`config.mk`:
```
export PLATFORM = sky130hd
export DESIGN_NAME = default_reset_mon
export DESIGN_NICKNAME = d
export VERILOG_FILES = /design/src/rtl/default_reset_mon.sv
export SDC_FILE = /design/constraint.sdc
export NUM_CORES = 1
export LEC_CHECK = 0
export CAP_MARGIN = 0
export CORE_UTILIZATION = 30
export CTS_CLUSTER_DIAMETER = 150
export CTS_CLUSTER_SIZE = 10
export DETAILED_ROUTE_END_ITERATION = 6
export HOLD_SLACK_MARGIN = 0.08
export SYNTH_ARGS = -nofsm -noshare
export SYNTH_HDL_FRONTEND = slang
export SYNTH_SLANG_ARGS = --single-unit
```
`constraint.sdc`:
```
create_clock -name CLK_IN -period 3.6 [get_ports CLK_IN]
set_input_delay 0.72 -clock CLK_IN [delete_from_list [all_inputs] [get_ports CLK_IN]]
set_output_delay 0.72 -clock CLK_IN [all_outputs]
set_load 0.05 [all_outputs]
```
`src/rtl/default_reset_mon.sv`:
```
// rtl/default_reset_mon.sv - observed reset pulse-width monitor
// Optional glitch filter: define DEFAULT_RESET_MON_GLITCH_FILTER_EN.
module default_reset_mon #(
    parameter int MIN_LOW_CYCLES = 2,
    parameter int MAX_LOW_CYCLES = 16,
    parameter int CNT_W          = 8
) (
    input  logic             CLK_IN,
    input  logic             RESET,
    input  logic             RST_OBS,
    output logic             IN_RESET,
    output logic             PULSE_DONE,
    output logic [CNT_W-1:0] PULSE_LEN,
    output logic [7:0]       PULSE_COUNT,
    output logic             SHORT_ERR,
    output logic             LONG_ERR
);

    typedef enum logic [1:0] {
        ST_INIT,
        ST_HIGH,
        ST_LOW,
        ST_STUCK
    } state_t;

    localparam logic [CNT_W-1:0] CNT_SAT  = {CNT_W{1'b1}};
    localparam logic [CNT_W-1:0] STUCK_AT = CNT_W'(MAX_LOW_CYCLES + 1);
    localparam logic [CNT_W-1:0] MIN_LEN  = CNT_W'(MIN_LOW_CYCLES);

    state_t           state_q;
    state_t           state_d;
    logic [CNT_W-1:0] count_q;
    logic [CNT_W-1:0] count_d;
    logic [CNT_W-1:0] count_inc;
    logic             obs_q;
    logic             filt;
    logic             done_d;
    logic             short_set;
    logic             long_set;

    // Single sampling stage for the observed reset; idles high (released)
    always_ff @(posedge CLK_IN) begin
        if (RESET) begin
            obs_q <= 1'b1;
        end else begin
            obs_q <= RST_OBS;
        end
    end

`ifdef DEFAULT_RESET_MON_GLITCH_FILTER_EN
    logic obs_qq;
    logic filt_q;

    // Level only moves once two consecutive samples agree; otherwise hold it
    always_comb begin
        filt = filt_q;
        if (obs_q == obs_qq) begin
            filt = obs_q;
        end
    end

    // History for the two-sample agreement filter
    always_ff @(posedge CLK_IN) begin
        if (RESET) begin
            obs_qq <= 1'b1;
            filt_q <= 1'b1;
        end else begin
            obs_qq <= obs_q;
            filt_q <= filt;
        end
    end
`else
    assign filt = obs_q;
`endif

    assign count_inc = (count_q == CNT_SAT) ? count_q : count_q + 1'b1;

    // State, counter and reported results; error flags are sticky until RESET
    always_ff @(posedge CLK_IN) begin
        if (RESET) begin
            state_q     <= ST_INIT;
            count_q     <= '0;
            PULSE_DONE  <= 1'b0;
            PULSE_LEN   <= '0;
            PULSE_COUNT <= '0;
            SHORT_ERR   <= 1'b0;
            LONG_ERR    <= 1'b0;
        end else begin
            state_q    <= state_d;
            count_q    <= count_d;
            PULSE_DONE <= done_d;
            if (done_d) begin
                PULSE_LEN   <= count_q;
                PULSE_COUNT <= PULSE_COUNT + 8'd1;
            end
            if (short_set) begin
                SHORT_ERR <= 1'b1;
            end
            if (long_set) begin
                LONG_ERR <= 1'b1;
            end
        end
    end

    // Next state, counter update and completion/error events
    always_comb begin
        state_d   = state_q;
        count_d   = count_q;
        done_d    = 1'b0;
        short_set = 1'b0;
        long_set  = 1'b0;
        case (state_q)
            ST_INIT, ST_HIGH: begin
                if (!filt) begin
                    state_d = ST_LOW;
                    count_d = CNT_W'(1);
                end else begin
                    state_d = ST_HIGH;
                end
            end
            ST_LOW: begin
                if (!filt) begin
                    count_d = count_inc;
                    if (count_inc == STUCK_AT) begin
                        state_d  = ST_STUCK;
                        long_set = 1'b1;
                    end
                end else begin
                    state_d   = ST_HIGH;
                    done_d    = 1'b1;
                    short_set = (count_q < MIN_LEN);
                end
            end
            ST_STUCK: begin
                if (filt) begin
                    state_d = ST_HIGH;
                    done_d  = 1'b1;
                end
            end
            default: begin
                state_d = ST_INIT;
            end
        endcase
    end

    // Monitored reset is considered active while a low pulse is being timed
    always_comb begin
        IN_RESET = 1'b0;
        if (state_q == ST_LOW || state_q == ST_STUCK) begin
            IN_RESET = 1'b1;
        end
    end

endmodule

```
==> results.md, run 1 <==
- Vias in the first global route: around 1100
- RSZ-0062 raised after global routing: false
- Detailed placer's ending HPWL: between 2000 and 2500 um
- Clock power share: 0.473
- WL final: about 3000 um
- Psw: ~0.15 mW
- Status: finished clean
- Routed wire per std cell: roughly 13 um
- Required time worst endpoint: 2.88 ns
- Initial cell density of the core: 0.317
- DRT Pass-1 Iters: 4
- WP buf/inv: 1
- DR DRC count: 0
- Htree depth: 2
- Synth cell types: between 40 and 50
- Clk_lat worst skew: approximately 0.28 ns
- Slew HR: 0.504
- Crit path launch type: register
- Final #Nets: 188
- Slew Limit Fails: 0
- Pwr Density: approximately 420 mW/mm2
- Post-route minimum period: ~2.3 ns
- Slowest CP cell: clkdlybuf4s50_1
- CP top delay family: buffers and inverters
- Critical path, cell by cell: clkdlybuf4s50_1
- GRT Total Usage: 0.138
- Antenna diodes: 0
- Clock Sinks: 30
- Final setup vio count: 0
- Largest net degree at the start of global routing: 32
- CP peak stage delay: approximately 0.85 ns
- Max-Cap Viols: 0
- Slew @ Worst Pin: between 0.7 and 0.8 ns
- Share of layout cells above drive strength 1: 0.0769
- Most frequent cells in the layout: dfxtp_1 (30), nand2_1 (26), clkdlybuf4s50_1 (22)
- Max Fclk: between 400 and 500 MHz
- Core Rows: 24
- Net count after synthesis: roughly 170
- EDFF count, synth: 0
- Worst hold path type: register to register
- CTS root buffer: clkbuf_8
- CTS tree: yes
- Mapped cell area: 0.00140 mm2
- Fillcell total: approximately 460
- Mapped Cells: 166
- Die Width: ~70 um
- # hold bufs at CTS: 0
- Mean post-synth cell area: 8.43 um2
- Sequential Power Share: 0.477
- # Post-CTS Setup Buffers: 0
- Worst Setup Path Type: register to output pin
- Sw Ratio: 0.209
- Worst vdd ir: roughly 180 uV
- Register area share after synthesis: 0.429
- Area delta synth->final: 23.9%
- DR iter-0 viols: 76
- Vias per cell: a little over 5
- Overall Power: between 0.7 and 0.8 mW
- Initial antenna violation count: 0
- First-pass GRT wire length: approximately 5300 um
- Cts bufs inserted: 5
- Die ar.: 0.00494 mm2
- DRT antenna net count: 0
- Leakage: 0.573 nW
- Crit share post-route: 0.637
- Ys flop type: dfxtp_1
- Asr flop ratio synth: 0
- Area contributors post-synth: dfxtp_1 (43%), nand2_1 (7.0%), a21oi_1 (4.3%), nor2_1 (4.0%), xor2_1 (3.8%)
- CP Capture Type: output pin
- CTS Buffer Depth: 2
- Via count: ~1200
- Die Height: 70.3 um
- WHS Path Cells: 2
- Combinational power share: 0.051
- Grt ovf: 0
- Port buffer count: 22
- RD Place Congestion: between 0.8 and 0.9
- Commonest non-fill, non-tap cell in the layout: dfxtp_1
- #FFs+latches synth: 30
- Pint: around 0.57 mW
- Synthesis Warnings: 0
- Core area: roughly 0.0044 mm2
- Reg2reg path depth: 5
- Worst Path Arrival: around 1.6 ns
- Post-CTS Resized: 0
- Layout Skew: about 0.0046 ns
- Fin. Hold Viols: 0
- CTS clk-pin slew, worst paths: 0.06 ns
- Crit path depth: 1
- CP Max Fanout: 8
- Synth top area share: 0.429
- Setup TNS: 0 ns
- Cell taking the most area after synthesis: dfxtp_1
- Io pins: 23
==> sequential cells by signal, summed over array words and instances (netlist names) <==
name and flops:
count_q 8, PULSE_COUNT 8, state_q 2, LONG_ERR 1
filt 1, PULSE_LEN 8, PULSE_DONE 1, SHORT_ERR 1
==> routing by layer <==
layer | vias to the layer above | routed length (um) | GRT usage
li1 | 614 | - | -
met1 | 534 | 1550 | 0.194
met2 | 36 | 1240 | 0.183
met3 | 4 | 171 | 0.0462
met4 | 0 | 61 | 0.0733
met5 | - | 0 | 0
==> worst paths after layout <==
check	start	endpoint	slack, ns
worst max-delay path	state_q[1]	IN_RESET	1.31
worst min-delay path	PULSE_LEN[6]	PULSE_LEN[6]	0.46
worst max register to register	count_q[1]	LONG_ERR	1.71
worst min register to register	PULSE_LEN[6]	PULSE_LEN[6]	0.46
==> cell usage after synthesis (2+ instances only) <==
cell      number
dfxtp_1       30
nand2_1       26
nor2_1        15
a21oi_1       12
nand4_1        8
buf_2          7
xor2_1         6
and3_1         5
a211oi_1       4
clkbuf_1       4
inv_1          4
o21ai_0        4
ha_1           3
nand3_1        3
a221oi_1       2
a41oi_1        2
and2_1         2
clkbuf_2       2
o211ai_1       2
o31ai_1        2
o32ai_1        2
==> power by group through the flow <==
stage | Sequential (mW) | Clock, mW | Combinational, mW
floorplan | 0.354 | 0 | 0.0231
global placement | 0.352 | 0 | 0.0370
detailed placement | 0.351 | 0 | 0.0369
CTS | 0.344 | 0.352 | 0.0370
global route | 0.345 | 0.372 | 0.0403
finish | 0.344 | 0.342 | 0.0365
==> area by class of cell <==
type	instances	area, um2	area share
multi-input cells	118	712	0.411
flip-flops and latches	30	601	0.347
repair buffers	23	228	0.131
clock buffers	6	82.6	0.0477
well taps	52	65.1	0.0375
clock inverters	1	30.0	0.0173
inverters	4	15.0	0.00866
==> per-stage QoR <==
| step | setup slack [ns] | instances | area [um2] | utilization | hold WS (ns) |
|---|---|---|---|---|---|
| floorplan | 1.99 | 166 | 1400 | - | 0.486 |
| global placement | 1.56 | 227 | 1620 | 0.367 | 0.452 |
| detailed placement | 1.55 | 227 | 1620 | 0.367 | 0.450 |
| CTS | 1.30 | 234 | 1730 | 0.393 | 0.458 |
| global route | 1.21 | 234 | 1730 | 0.393 | 0.478 |
| finish | 1.31 | 234 | 1730 | 0.393 | 0.456 |
==> kinds of logic (layout without fill, tap and decap cells) <==
logic type               after synthesis  after routing  share of synthesized area
XOR/XNOR                               7              7                     0.0438
flip-flops                            30             30                      0.429
AND/OR/NAND/NOR                       70             70                      0.251
adder cells (fa/ha/maj)                3              3                     0.0268
multiplexers                           2              2                     0.0152
buffers and inverters                 18             34                     0.0617
AO/OA/AOI/OAI                         36             36                      0.172
Power figures use the tool's default switching activity.
==> run 2, diff against run 1 <==
- clock period: 3.6 -> 2.1 ns (I/O delays scaled with it)
==> run 2 against run 1 <==
Final cell count is 1.3% higher. Clock skew is 0.0027 ns lower. Via count is 5.9% higher. Clock power is 24% higher. Die area stayed put. Critical path type unchanged.
==> results.md, run 2 (same netlist as run 1, synthesis figures left out) <==
- Status: finished clean
- Final #Nets: 191 (+1.6%)
- Fillcell total: 457 (+0.44%)
- RSZ-0062 raised after global routing: false
- Detailed placer's ending HPWL: 2170 um (+6.5%)
- CP peak stage delay: 0.85 ns (about the same)
- Core Rows: 24 (unchanged)
- CTS clk-pin slew, worst paths: 0.06 ns (about the same)
- Commonest non-fill, non-tap cell in the layout: dfxtp_1
- Worst Setup Path Type: register to output pin
- CTS tree: yes
- Final setup vio count: 0 (unchanged)
- Largest regs: PULSE_COUNT x8, PULSE_LEN x8, count_q x8
- Max Fclk: approximately 500 MHz
- Reg-to-reg slack, setup: 0.24 ns (-1.47 ns)
- CTS root buffer: clkbuf_8
- Crit share post-route: 0.954
- CTS Buffer Depth: 2 (unchanged)
- Pwr Density: 628 mW/mm2 (+51%)
- Post-CTS Resized: 0 (unchanged)
- Most frequent cells in the layout: dfxtp_1 (30), nand2_1 (26), clkdlybuf4s50_1 (22)
- Post-DP Area: 0.00164 mm2 (+1.4%)
- Critical path, cell by cell: clkdlybuf4s50_1
- Vias per cell: 5.31 (+4.6%)
- Die Height: 70.3 um (unchanged)
- Post-route minimum period: between 2 and 2.5 ns
- Layout Skew: 0.00191 ns (-0.00265 ns)
- Max-Cap Viols: 0 (unchanged)
- Setup TNS: 0 ns (unchanged)
- First-pass GRT wire length: 5310 um (+0.13%)
- CP Capture Type: output pin
- Worst hold path type: register to register
- Required time worst endpoint: 1.68 ns (-1.20 ns)
- Multi-input logic area: 712 um2 (unchanged)
- Area delta synth->final: 23.1%
- Htree depth: 2 (unchanged)
- DR iter-0 viols: 61 (-20%)
- Die ar.: 0.00494 mm2 (unchanged)
- Crit path launch type: register
- Cts bufs inserted: 5 (unchanged)
- CP Max Fanout: 8 (unchanged)
- Share of layout cells above drive strength 1: 0.0919 (+0.0150)
- Routed wire per std cell: 13.5 um (+4.9%)
- DRT Pass-1 Iters: 4 (unchanged)
- Worst Path Arrival: 1.58 ns (about the same)
- # hold bufs at CTS: 0 (unchanged)
- Core area: 0.00441 mm2 (unchanged)
- Clock Sinks: 30 (unchanged)
- Die Width: 70.3 um (unchanged)
- Final instance area: 0.00172 mm2 (-0.65%)
- Vias in the first global route: 1103 (-0.90%)
- Via count: 1258 (+5.9%)
- WP buf/inv: 1 (unchanged)
- Port buffer count: 22 (unchanged)
- Leakage: 0.576 nW (+0.48%)
- WL final: 3210 um (+6.3%)
- DRT antenna net count: 0 (unchanged)
- CP top delay family: buffers and inverters
- Grt ovf: 0 (unchanged)
- Slew Limit Fails: 0 (unchanged)
- Io pins: 23 (unchanged)
- Slew @ Worst Pin: 0.506 ns (-0.235 ns)
- Largest net degree at the start of global routing: 31 (-3.1%)
- Worst vdd ir: 259 uV (+42%)
- DR DRC count: 0 (unchanged)
- Clk_lat worst skew: 0.28 ns (about the same)
- # Post-CTS Setup Buffers: 0 (unchanged)
- Initial cell density of the core: 0.317 (unchanged)
- Slowest CP cell: clkdlybuf4s50_1
- Fin. Hold Viols: 0 (unchanged)
- Antenna diodes: 0 (unchanged)
- Min Hold Slack: 0.460 ns (+0.00372 ns)
- Slew HR: 0.661 (+0.158)
- Storage element area: 601 um2 (unchanged)
- RD Place Congestion: 0.872 (+4.8%)
- GRT Total Usage: 0.139 (+0.000657)
- Initial antenna violation count: 0 (unchanged)
==> run 2: through the flow <==
stage / cells / power, mW / setup slack (ns) / util
after CTS: 237 / 1.10 / 0.0690 / 0.390
final: 237 / 1.08 / 0.0964 / 0.390
after floorplan: 166 / 0.646 / 0.520 / -
after global routing: 237 / 1.14 / 0.0193 / 0.390
after global placement: 230 / 0.668 / 0.397 / 0.372
after detailed placement: 230 / 0.669 / 0.295 / 0.372
==> run 2: worst paths after layout <==
| check | from | endpoint | cells past startpoint |
|---|---|---|---|
| max | state_q[1] | IN_RESET | 1 |
| min | PULSE_LEN[5] | PULSE_LEN[5] | 2 |
| max reg2reg | count_q[0] | state_q[0] | 5 |
| min reg2reg | PULSE_LEN[5] | PULSE_LEN[5] | 2 |
==> run 2: cell type report <==
type,count,share of cell area
Multi-Input combinational cell,118,0.414
Sequential cell,30,0.349
Timing Repair Buffer,26,0.145
Clock buffer,5,0.0400
Tap cell,52,0.0378
Inverter,4,0.00872
Clock inverter,2,0.00581
==> run 2: tightest hold or removal path, stage by stage (launching register included) <==
cell and delay [ns]:
dfxtp_1 0.31, nand2_1 0.05, a21oi_1 0.06
==> run 2: per-layer routing <==
| layer | vias to the layer above | share of wire | GRT usage |
|---|---|---|---|
| met5 | - | 0 | 0 |
| met4 | 0 | 0.028 | 0.0889 |
| met3 | 6 | 0.057 | 0.0390 |
| met2 | 46 | 0.43 | 0.193 |
| met1 | 588 | 0.49 | 0.185 |
| li1 | 618 | - | - |
==> run 2: power breakdown <==
group	switching (mW)	total (mW)	internal [mW]	leakage (nW)
Sequential	0.0131	0.590	0.577	0.243
Combinational	0.0422	0.0659	0.0237	0.290
Clock	0.204	0.425	0.222	0.0438
Total	0.259	1.08	0.822	0.576
==> run 3, diff against run 2 <==
- PLACE_DENSITY_LB_ADDON: default -> 0.3
==> run 3 against run 2 <==
Design area up 0.87%. Via count down 3.5%. Count of clock-buffer cells in the layout unchanged. Global-route usage down 0.22 points. Sequential cell count unchanged. Critical path type unchanged. Non-clock buffer count up 2. Routed wire length down 7.7%. Combinational power about the same. Utilization up 0.34 points. Critical path depth unchanged. Sequential share of layout area down 0.30 points.
==> results.md, run 3 (same netlist as run 1, synthesis figures left out) <==
- Largest net degree at the start of global routing: 31 (unchanged)
- Most frequent cells in the layout: dfxtp_1 (30), nand2_1 (26), clkdlybuf4s50_1 (22)
- Worst vdd ir: 222 uV (-14%)
- R2r endpoint: LONG_ERR
- Slew HR: 0.664 (+0.00277)
- CP top delay family: buffers and inverters
- RD Place Congestion: 0.910 (+4.3%)
- Overall Power: 1.08 mW (+0.22%)
- Setup TNS: 0 ns (unchanged)
- Hold worst-path end: PULSE_LEN[4]
- WHS Path Cells: 2 (unchanged)
- Commonest non-fill, non-tap cell in the layout: dfxtp_1
- Reg-to-reg slack, setup: 0.34 ns (+0.10 ns)
- Worst Path Arrival: 1.58 ns (about the same)
- Vias in the first global route: 1136 (+3.0%)
- Fillcell total: 466 (+2.0%)
- Highest routed layer: met4
- WL final: 2960 um (-7.7%)
- CP Max Fanout: 8 (unchanged)
- DRT Pass-1 Iters: 4 (unchanged)
- First-pass GRT wire length: 5270 um (-0.66%)
- GRT Total Usage: 0.136 (-0.00216)
- Status: finished clean
- Final worst slack: 0.0953 ns (-0.00110 ns)
- Initial cell density of the core: 0.317 (unchanged)
- Port buffer count: 22 (unchanged)
- Largest regs: PULSE_COUNT x8, PULSE_LEN x8, count_q x8
- Die Width: 70.3 um (unchanged)
- Cts bufs inserted: 5 (unchanged)
- Crit path launch type: register
- # hold bufs at CTS: 0 (unchanged)
- Worst hold path type: register to register
- Max-Cap Viols: 0 (unchanged)
- Critical path, cell by cell: clkdlybuf4s50_1
- WP buf/inv: 1 (unchanged)
- Post-CTS Resized: 0 (unchanged)
- Leakage: 0.587 nW (+1.8%)
- Reg2reg path depth: 5 (unchanged)
- Slowest CP cell: clkdlybuf4s50_1
- Crit share post-route: 0.955 (about the same)
- DRT met1 WL: 1400 um (-10%)
- Area delta synth->final: 24.2%
- Antenna diodes: 0 (unchanged)
- Met3 wire len: 124 um (-33%)
- Clock Sinks: 30 (unchanged)
- Detailed placer's ending HPWL: 2120 um (-2.5%)
- # Post-CTS Setup Buffers: 0 (unchanged)
- Slew @ Worst Pin: 0.502 ns (-0.00414 ns)
- Pre-CTS setup slack: 0.352 ns (+0.0566 ns)
- CTS tree: yes
- DRT antenna net count: 0 (unchanged)
- RSZ-0062 raised after global routing: false
- Via count: 1214 (-3.5%)
- DR iter-0 viols: 73 (+20%)
- Core area: 0.00441 mm2 (unchanged)
- Routed wire per std cell: 12.4 um (-8.4%)
- Required time worst endpoint: 1.68 ns (about the same)
- Fin util: 0.393 (+0.00340)
- Share of layout cells above drive strength 1: 0.102 (+0.00971)
- Clk_lat worst skew: 0.28 ns (about the same)
- Worst Setup Path Type: register to output pin
- CP Capture Type: output pin
- Slew Limit Fails: 0 (unchanged)
- Layout Skew: 0.00434 ns (+0.00244 ns)
- Fin cells: 239 (+0.84%)
- CTS clk-pin slew, worst paths: 0.06 ns (about the same)
- Placed cells: 232 (+0.87%)
- Grt ovf: 0 (unchanged)
- CTS root buffer: clkbuf_8
- Post-route minimum period: 2.00 ns (+0.00110 ns)
- Initial antenna violation count: 0 (unchanged)
- Pwr Density: 624 mW/mm2 (-0.65%)
- Die ar.: 0.00494 mm2 (unchanged)
- Io pins: 23 (unchanged)
- Crit path depth: 1 (unchanged)
- Fin. Hold Viols: 0 (unchanged)
- Max Fclk: 499 MHz (about the same)
- Vias per cell: 5.08 (-4.3%)
- Die Height: 70.3 um (unchanged)
- DR DRC count: 0 (unchanged)
- WL met2: 1370 um (+0.15%)
- Htree depth: 2 (unchanged)
- Hold_sp: PULSE_LEN[4]
- Final #Nets: 193 (+1.0%)
- Reg2reg start: count_q[0]
- CTS Buffer Depth: 2 (unchanged)
- Core Rows: 24 (unchanged)
- Final setup vio count: 0 (unchanged)
- CP peak stage delay: 0.85 ns (about the same)
run 3: cell types whose count changed in the layout (fill, tap and decap cells not counted):
cell,previous run,this run
buf_4,4,6
run 3: through the flow:
stage / area (um2) / hold slack, ns
final: 1740 / 0.453
after global routing: 1740 / 0.473
after CTS: 1740 / 0.458
after detailed placement: 1660 / 0.450
after global placement: 1660 / 0.446
after floorplan: 1400 / 0.486
run 3: power by group:
part	internal, mW	switching, mW	total (mW)	leakage, nW
logic	0.0250	0.0409	0.0659	0.300
clock network	0.222	0.207	0.429	0.0438
registers	0.577	0.0122	0.589	0.243
run 3: metal layers:
| metal | vias to the layer above | track usage |
|---|---|---|
| li1 | 625 | - |
| met1 | 563 | 0.168 |
| met2 | 20 | 0.212 |
| met3 | 6 | 0.0418 |
| met4 | 0 | 0.0733 |
| met5 | - | 0 |
run 3: tightest hold or removal path, cell delays in order (launching register included):
cell and delay, ns:
dfxtp_1 0.31, nand2_1 0.05, a21oi_1 0.05
run 3: worst max-delay path by stage:
stage,end,startpoint
6_report,IN_RESET,state_q[1]
3_5_place_dp,LONG_ERR,count_q[1]
3_3_place_gp,IN_RESET,state_q[1]
5_1_grt,IN_RESET,state_q[1]
2_1_floorplan,LONG_ERR,count_q[1]
4_1_cts,IN_RESET,state_q[1]
run 3: layout make-up:
class                   instances  area (um2)  area share
clock buffers                   5        68.8      0.0396
flip-flops and latches         30         601       0.346
repair buffers                 28         265       0.153
clock inverters                 2        10.0     0.00576
inverters                       4        15.0     0.00865
well taps                      52        65.1      0.0375
multi-input cells             118         712       0.410
